===== src/rtl/cmp_frame_collector.sv =====
// cmp_frame_collector: per-frame statistics over comparator results.
// Ports: clk, rst_n, start, in_valid/in_ready + a/b/a_larger/equal in; gt/eq/lt_cnt, max_val, out_valid/out_ready out; busy.
module cmp_frame_collector #(
  parameter int SIZE      = 8,
  parameter int FRAME_LEN = 16,
  parameter int CNT_W     = 5
) (
  input  logic             clk,
  input  logic             rst_n,
  input  logic             start,
  input  logic             in_valid,
  input  logic [SIZE-1:0]  a,
  input  logic [SIZE-1:0]  b,
  input  logic             a_larger,
  input  logic             equal,
  output logic             in_ready,
  output logic             busy,
  output logic [CNT_W-1:0] gt_cnt,
  output logic [CNT_W-1:0] eq_cnt,
  output logic [CNT_W-1:0] lt_cnt,
  output logic [SIZE-1:0]  max_val,
  output logic             out_valid,
  input  logic             out_ready
);

  typedef enum logic [1:0] {
    IDLE    = 2'd0,
    COLLECT = 2'd1,
    REPORT  = 2'd2
  } state_t;

  localparam logic [CNT_W-1:0] ONE  = CNT_W'(1);
  localparam logic [CNT_W-1:0] LAST = CNT_W'(FRAME_LEN - 1);

  state_t           state;
  logic [CNT_W-1:0] smp_cnt;
  logic             xfer;
  logic [SIZE-1:0]  ab_max;
  logic [SIZE-1:0]  nxt_max;

  assign xfer = in_valid && in_ready;

  // Local unsigned max; upstream flags are not trusted for this.
  always_comb begin
    ab_max  = (a > b) ? a : b;
    nxt_max = (ab_max > max_val) ? ab_max : max_val;
  end

  always_ff @(posedge clk or negedge rst_n) begin
    if (!rst_n) begin
      state     <= IDLE;
      smp_cnt   <= '0;
      gt_cnt    <= '0;
      eq_cnt    <= '0;
      lt_cnt    <= '0;
      max_val   <= '0;
      in_ready  <= 1'b0;
      busy      <= 1'b0;
      out_valid <= 1'b0;
    end else begin
      unique case (state)
        IDLE: begin
          if (start) begin
            state    <= COLLECT;
            smp_cnt  <= '0;
            gt_cnt   <= '0;
            eq_cnt   <= '0;
            lt_cnt   <= '0;
            max_val  <= '0;
            in_ready <= 1'b1;
            busy     <= 1'b1;
          end
        end
        COLLECT: begin
          if (xfer) begin
            // equal wins over a_larger so bad
            // inputs are counted exactly once
            if (equal) begin
              eq_cnt <= eq_cnt + ONE;
            end else if (a_larger) begin
              gt_cnt <= gt_cnt + ONE;
            end else begin
              lt_cnt <= lt_cnt + ONE;
            end
            max_val <= nxt_max;
            smp_cnt <= smp_cnt + ONE;
            if (smp_cnt == LAST) begin
              state     <= REPORT;
              in_ready  <= 1'b0;
              out_valid <= 1'b1;
            end
          end
        end
        REPORT: begin
          if (out_ready) begin
            state     <= IDLE;
            out_valid <= 1'b0;
            busy      <= 1'b0;
          end
        end
        default: begin
          state     <= IDLE;
          in_ready  <= 1'b0;
          busy      <= 1'b0;
          out_valid <= 1'b0;
        end
      endcase
    end
  end

endmodule


===== config.mk =====
export PLATFORM = sky130hd
export DESIGN_NAME = cmp_frame_collector
export DESIGN_NICKNAME = d
export VERILOG_FILES = /design/src/rtl/cmp_frame_collector.sv
export SDC_FILE = /design/constraint.sdc
export NUM_CORES = 1
export LEC_CHECK = 0
export BUFFER_PORTS_ARGS = -buffer_cell sky130_fd_sc_hd__buf_2
export CORE_MARGIN = 10
export CORE_UTILIZATION = 40
export CTS_BUF_LIST = sky130_fd_sc_hd__clkbuf_4 sky130_fd_sc_hd__clkbuf_8
export CTS_CLUSTER_DIAMETER = 40
export DETAILED_ROUTE_END_ITERATION = 7
export SETUP_SLACK_MARGIN = 0.3
export SLEW_MARGIN = 20
export SYNTH_ARGS = -nofsm -noshare
export SYNTH_HDL_FRONTEND = slang
export SYNTH_SLANG_ARGS = --single-unit

===== constraint.sdc =====
create_clock -name clk -period 2.58 [get_ports clk]
set_clock_uncertainty 0.05 [all_clocks]
set_input_delay 0.774 -clock clk [delete_from_list [all_inputs] [get_ports clk]]
set_output_delay 0.774 -clock clk [all_outputs]
set_load 0.005 [all_outputs]

==> run summary <==
The flow ran to the end, but the final reports show violations. The checks that failed: negative setup slack. The run gives 0 as the final count of hold timing violations. 49 I/O pins were placed.

The tools report the total internal power as 1.613 mW. The placed instances occupy a cell area of 2595 um2. Counting distinct cell types in the post-synthesis netlist gives 40. The height of the die was 91.47 um. The initialized floorplan defines 25 standard-cell rows. TritonCTS built the clock tree. Element type at the critical path end: a flip-flop.

The portion of synthesized cell area occupied by the leading cell type is 0.4042, and the async set or reset register ratio after synthesis is 1.000. Summed over all cells, the static leakage comes to 1.401 nW. For the relative slew slack, the log shows 0.5118. The largest net degree at the start of global routing was 34. Setup repair after global routing could not meet its margin everywhere.

The time the worst path needs with I/O delays and setup is 3.228 ns, and the CTS clock-pin slew for the worst setup and hold paths is 0.07 ns. Sorting the synthesized cells by area gives the leading types as sky130_fd_sc_hd__dfrtp_1 40%, sky130_fd_sc_hd__ha_1 13%, sky130_fd_sc_hd__mux2_2 5.0%, sky130_fd_sc_hd__xor2_1 4.3%, sky130_fd_sc_hd__inv_1 3.9%. The clock passes through at most 2 buffers. The worst register-to-register path begins at state[1]. The number of synthesized register bits is 33. The number of antenna diodes was 0. Summing every instance area after synthesis gives 2043 um2.

The count of final max-slew check failures was 0; the total CTS buffers was 5. The start point of the worst min-delay path was smp_cnt[4]. At the placement stage, the worst setup path has a slack of -1.180 ns. The first TritonRoute pass finished after 4 iterations. The final layout contains 318 nets.

The critical path startpoint category is an input port. Yosys printed 0 warnings. Based on the critical path, the design can be clocked at up to 0.3098 GHz.

The switching fraction of total power is 0.3751. The completed layout was analyzed and its total power is 2.582 mW. Final hold analysis gives a worst-case slack of 0.4510 ns. The area overhead of the layout relative to synthesis is 43.05%. For the pin with the worst max-slew slack, the measured transition is 0.7324 ns.

Synthesis handed over a netlist of 201 instances. sky130_fd_sc_hd__dfrtp_1 is the most common cell in the netlist. The tool flagged a number of max-cap violations equal to 0. The most used flip-flop cell after synthesis is sky130_fd_sc_hd__dfrtp_1. For the worst flop-to-flop path, the logic depth is 7.

The clock group share of total power is 0.149, and the average wire per standard cell is 14.67 um. For the initial antenna violation count, the log shows 0. The biggest area contributor in the post-synthesis netlist is sky130_fd_sc_hd__dfrtp_1.

The part of the total power dissipated in combinational logic is 0.488, and the number of vias in the routed layout is 1742. Each instance of the synthesized netlist takes up on average 10.17 um2. The fraction of the cycle the final worst path needs works out to 1.251. Setup violations remaining at the end of the flow were counted as 8. Port buffering added 48 buffers. The tools report the utilization of the core after routing as 0.6028. For the worst setup path, the data arrival time is 3.36 ns. The tools report the area of the core as 4848 um2. The slack of the worst reg-to-reg path was 0.61 ns; the share of cells above drive strength 1 was 0.4364.

The DRC marker count from the first detailed-route iteration is 102. The tightest min-delay check is of the flip-flop to flip-flop type. VDD sags by at most 0.0005099 V. By count the netlist is led by 33 x sky130_fd_sc_hd__dfrtp_1, 21 x sky130_fd_sc_hd__ha_1, 21 x sky130_fd_sc_hd__inv_1.

The worst min-delay path endpoint was smp_cnt[4]. The category of the most critical setup path was input port to flip-flop. The biggest fanout along the worst timing path came out at 6.

The tools report the final cell count without fillers as 342. The tree is rooted in a sky130_fd_sc_hd__clkbuf_8. The clock net in this run drives a total of 33 sinks.

The remaining design rule violation count is 0. The required time of the critical path was 2.71 ns. Counting flops with a built-in enable in the synthesized netlist gives 0.

The sequential fraction of design power is 0.363, and the number of cells on the worst hold path is 2. All-layer global routing usage: 0.1232. The run gives 0.7438 as the weighted congestion reported at the end of routability-driven placement. The die area was 8367 um2. The number of vias per cell came out at 5.094. Worst reg2reg path endpoint: eq_cnt[3]. The initial cell density of the core was 0.4214. For this block, the routed nets add up to 5.018 mm of wire. The run gives 1780 as the via count of the first global-routing pass. The worst-skew pair later-pin latency came out at 0.29 ns. Cell count after placement: 331. The H-tree was split into 2 levels. In this run the remaining antenna-violating nets after routing total 0.

Detailed placement finished with a half-perimeter wire length of 3.821 mm. The post-layout worst setup margin came out at -0.6483 ns. The register area share after synthesis was 0.4042; the setup TNS was -5.042 ns. The first global-routing pass estimated 8.597 mm of wire. The synthesized net count was 245. In this run the horizontal extent of the chip is 91.47 um.

For this run the aggregate overflow at the end of global routing stands at 0. Summing all non-filler instances in the final layout gives an area of 2923 um2. Summed over all nets, the switching power comes to 0.9686 mW. In this run the power density over the cells is 883.4 nW/um2.
## worst max path at each step
stage               startpoint          to  slack, ns  cells after the start
floorplan                 b[1]  max_val[1]      -0.76                     15
global placement          b[1]  max_val[7]      -1.12                     16
detailed placement        b[1]  max_val[7]      -1.18                     16
CTS                       b[1]  max_val[4]      -0.66                     16
global route              b[6]  max_val[5]      -0.74                     15
finish                    a[7]  max_val[4]      -0.65                     14
## area by class of cell
cell class / instances / area (um2)
fill: 439 / 1926
clock buffer: 6 / 76.32
timing repair buffer: 72 / 523.0
inverter: 21 / 96.34
sequential: 33 / 825.8
multi-input combinational: 141 / 1308
tap: 67 / 83.83
clock inverter: 2 / 10.01
## flip-flops by register name, summed over array words and instances (netlist names)
| signal | count |
|---|---|
| eq_cnt | 5 |
| busy | 1 |
| lt_cnt | 5 |
| max_val | 8 |
| state | 2 |
| smp_cnt | 5 |
| gt_cnt | 5 |
| out_valid | 1 |
| in_ready | 1 |
## cells in the final DEF (no fill, tap or decap), types with 2 or more instances in the layout
master,count
sky130_fd_sc_hd__a21oi_1,6
sky130_fd_sc_hd__a21oi_2,5
sky130_fd_sc_hd__a22o_1,5
sky130_fd_sc_hd__a32o_1,7
sky130_fd_sc_hd__and3_1,2
sky130_fd_sc_hd__and4b_1,2
sky130_fd_sc_hd__buf_12,2
sky130_fd_sc_hd__buf_2,38
sky130_fd_sc_hd__buf_4,19
sky130_fd_sc_hd__buf_6,12
sky130_fd_sc_hd__clkbuf_8,5
sky130_fd_sc_hd__clkinv_2,2
sky130_fd_sc_hd__dfrtp_1,33
sky130_fd_sc_hd__ha_1,10
sky130_fd_sc_hd__ha_4,11
sky130_fd_sc_hd__inv_1,16
sky130_fd_sc_hd__inv_2,3
sky130_fd_sc_hd__mux2_2,6
sky130_fd_sc_hd__mux2_4,3
sky130_fd_sc_hd__mux2i_1,2
sky130_fd_sc_hd__nand2_1,10
sky130_fd_sc_hd__nand2b_1,2
sky130_fd_sc_hd__nand3_1,3
sky130_fd_sc_hd__nand4_1,11
sky130_fd_sc_hd__nor2_1,16
sky130_fd_sc_hd__nor2b_1,3
sky130_fd_sc_hd__o21ai_0,4
sky130_fd_sc_hd__xor2_1,10
## worst max-delay path, stage by stage
cell	delay [ns]
sky130_fd_sc_hd__buf_6	0.10
sky130_fd_sc_hd__ha_4	0.26
sky130_fd_sc_hd__nand4_1	0.21
sky130_fd_sc_hd__a21oi_2	0.22
sky130_fd_sc_hd__o22ai_4	0.10
sky130_fd_sc_hd__buf_12	0.14
sky130_fd_sc_hd__mux2_4	0.31
sky130_fd_sc_hd__ha_4	0.22
sky130_fd_sc_hd__a21o_1	0.16
sky130_fd_sc_hd__a211oi_2	0.25
sky130_fd_sc_hd__o21ai_2	0.09
sky130_fd_sc_hd__o211a_4	0.18
sky130_fd_sc_hd__buf_6	0.13
sky130_fd_sc_hd__a32o_1	0.21
## power by group through the flow
stage	Sequential, mW	Combinational [mW]	Clock, mW
detailed placement	0.947	1.13	0
finish	0.938	1.26	0.384
global route	0.979	1.40	0.426
floorplan	0.921	0.707	0
CTS	0.941	1.25	0.393
global placement	0.943	1.10	0
## layer usage
layer,part of all wire,wire length [um],global-route usage,up-vias
li1,-,-,-,870
met1,0.46,2327,0.1589,835
met2,0.48,2417,0.1919,30
met3,0.045,227,0.03621,7
met4,0.0092,46,0.03916,0
met5,0,0,0,-
## kinds of logic after synthesis
family / Yosys count / synth area share
buffers and inverters: 27 / 0.05450
XOR/XNOR: 10 / 0.04286
flip-flops: 33 / 0.4042
adder cells (fa/ha/maj): 21 / 0.1286
multiplexers: 11 / 0.05940
AND/OR/NAND/NOR: 57 / 0.1586
AO/OA/AOI/OAI: 42 / 0.1519
## what timing repair did
item / in CTS / in global routing
endpoints found under the setup margin: 8 / 8
setup buffers: 3 / 0
pin swaps: 25 / 8
gates resized for setup: 33 / 10
hold buffers: 0 / 0
No activity file was read; power rests on OpenSTA's default activity.
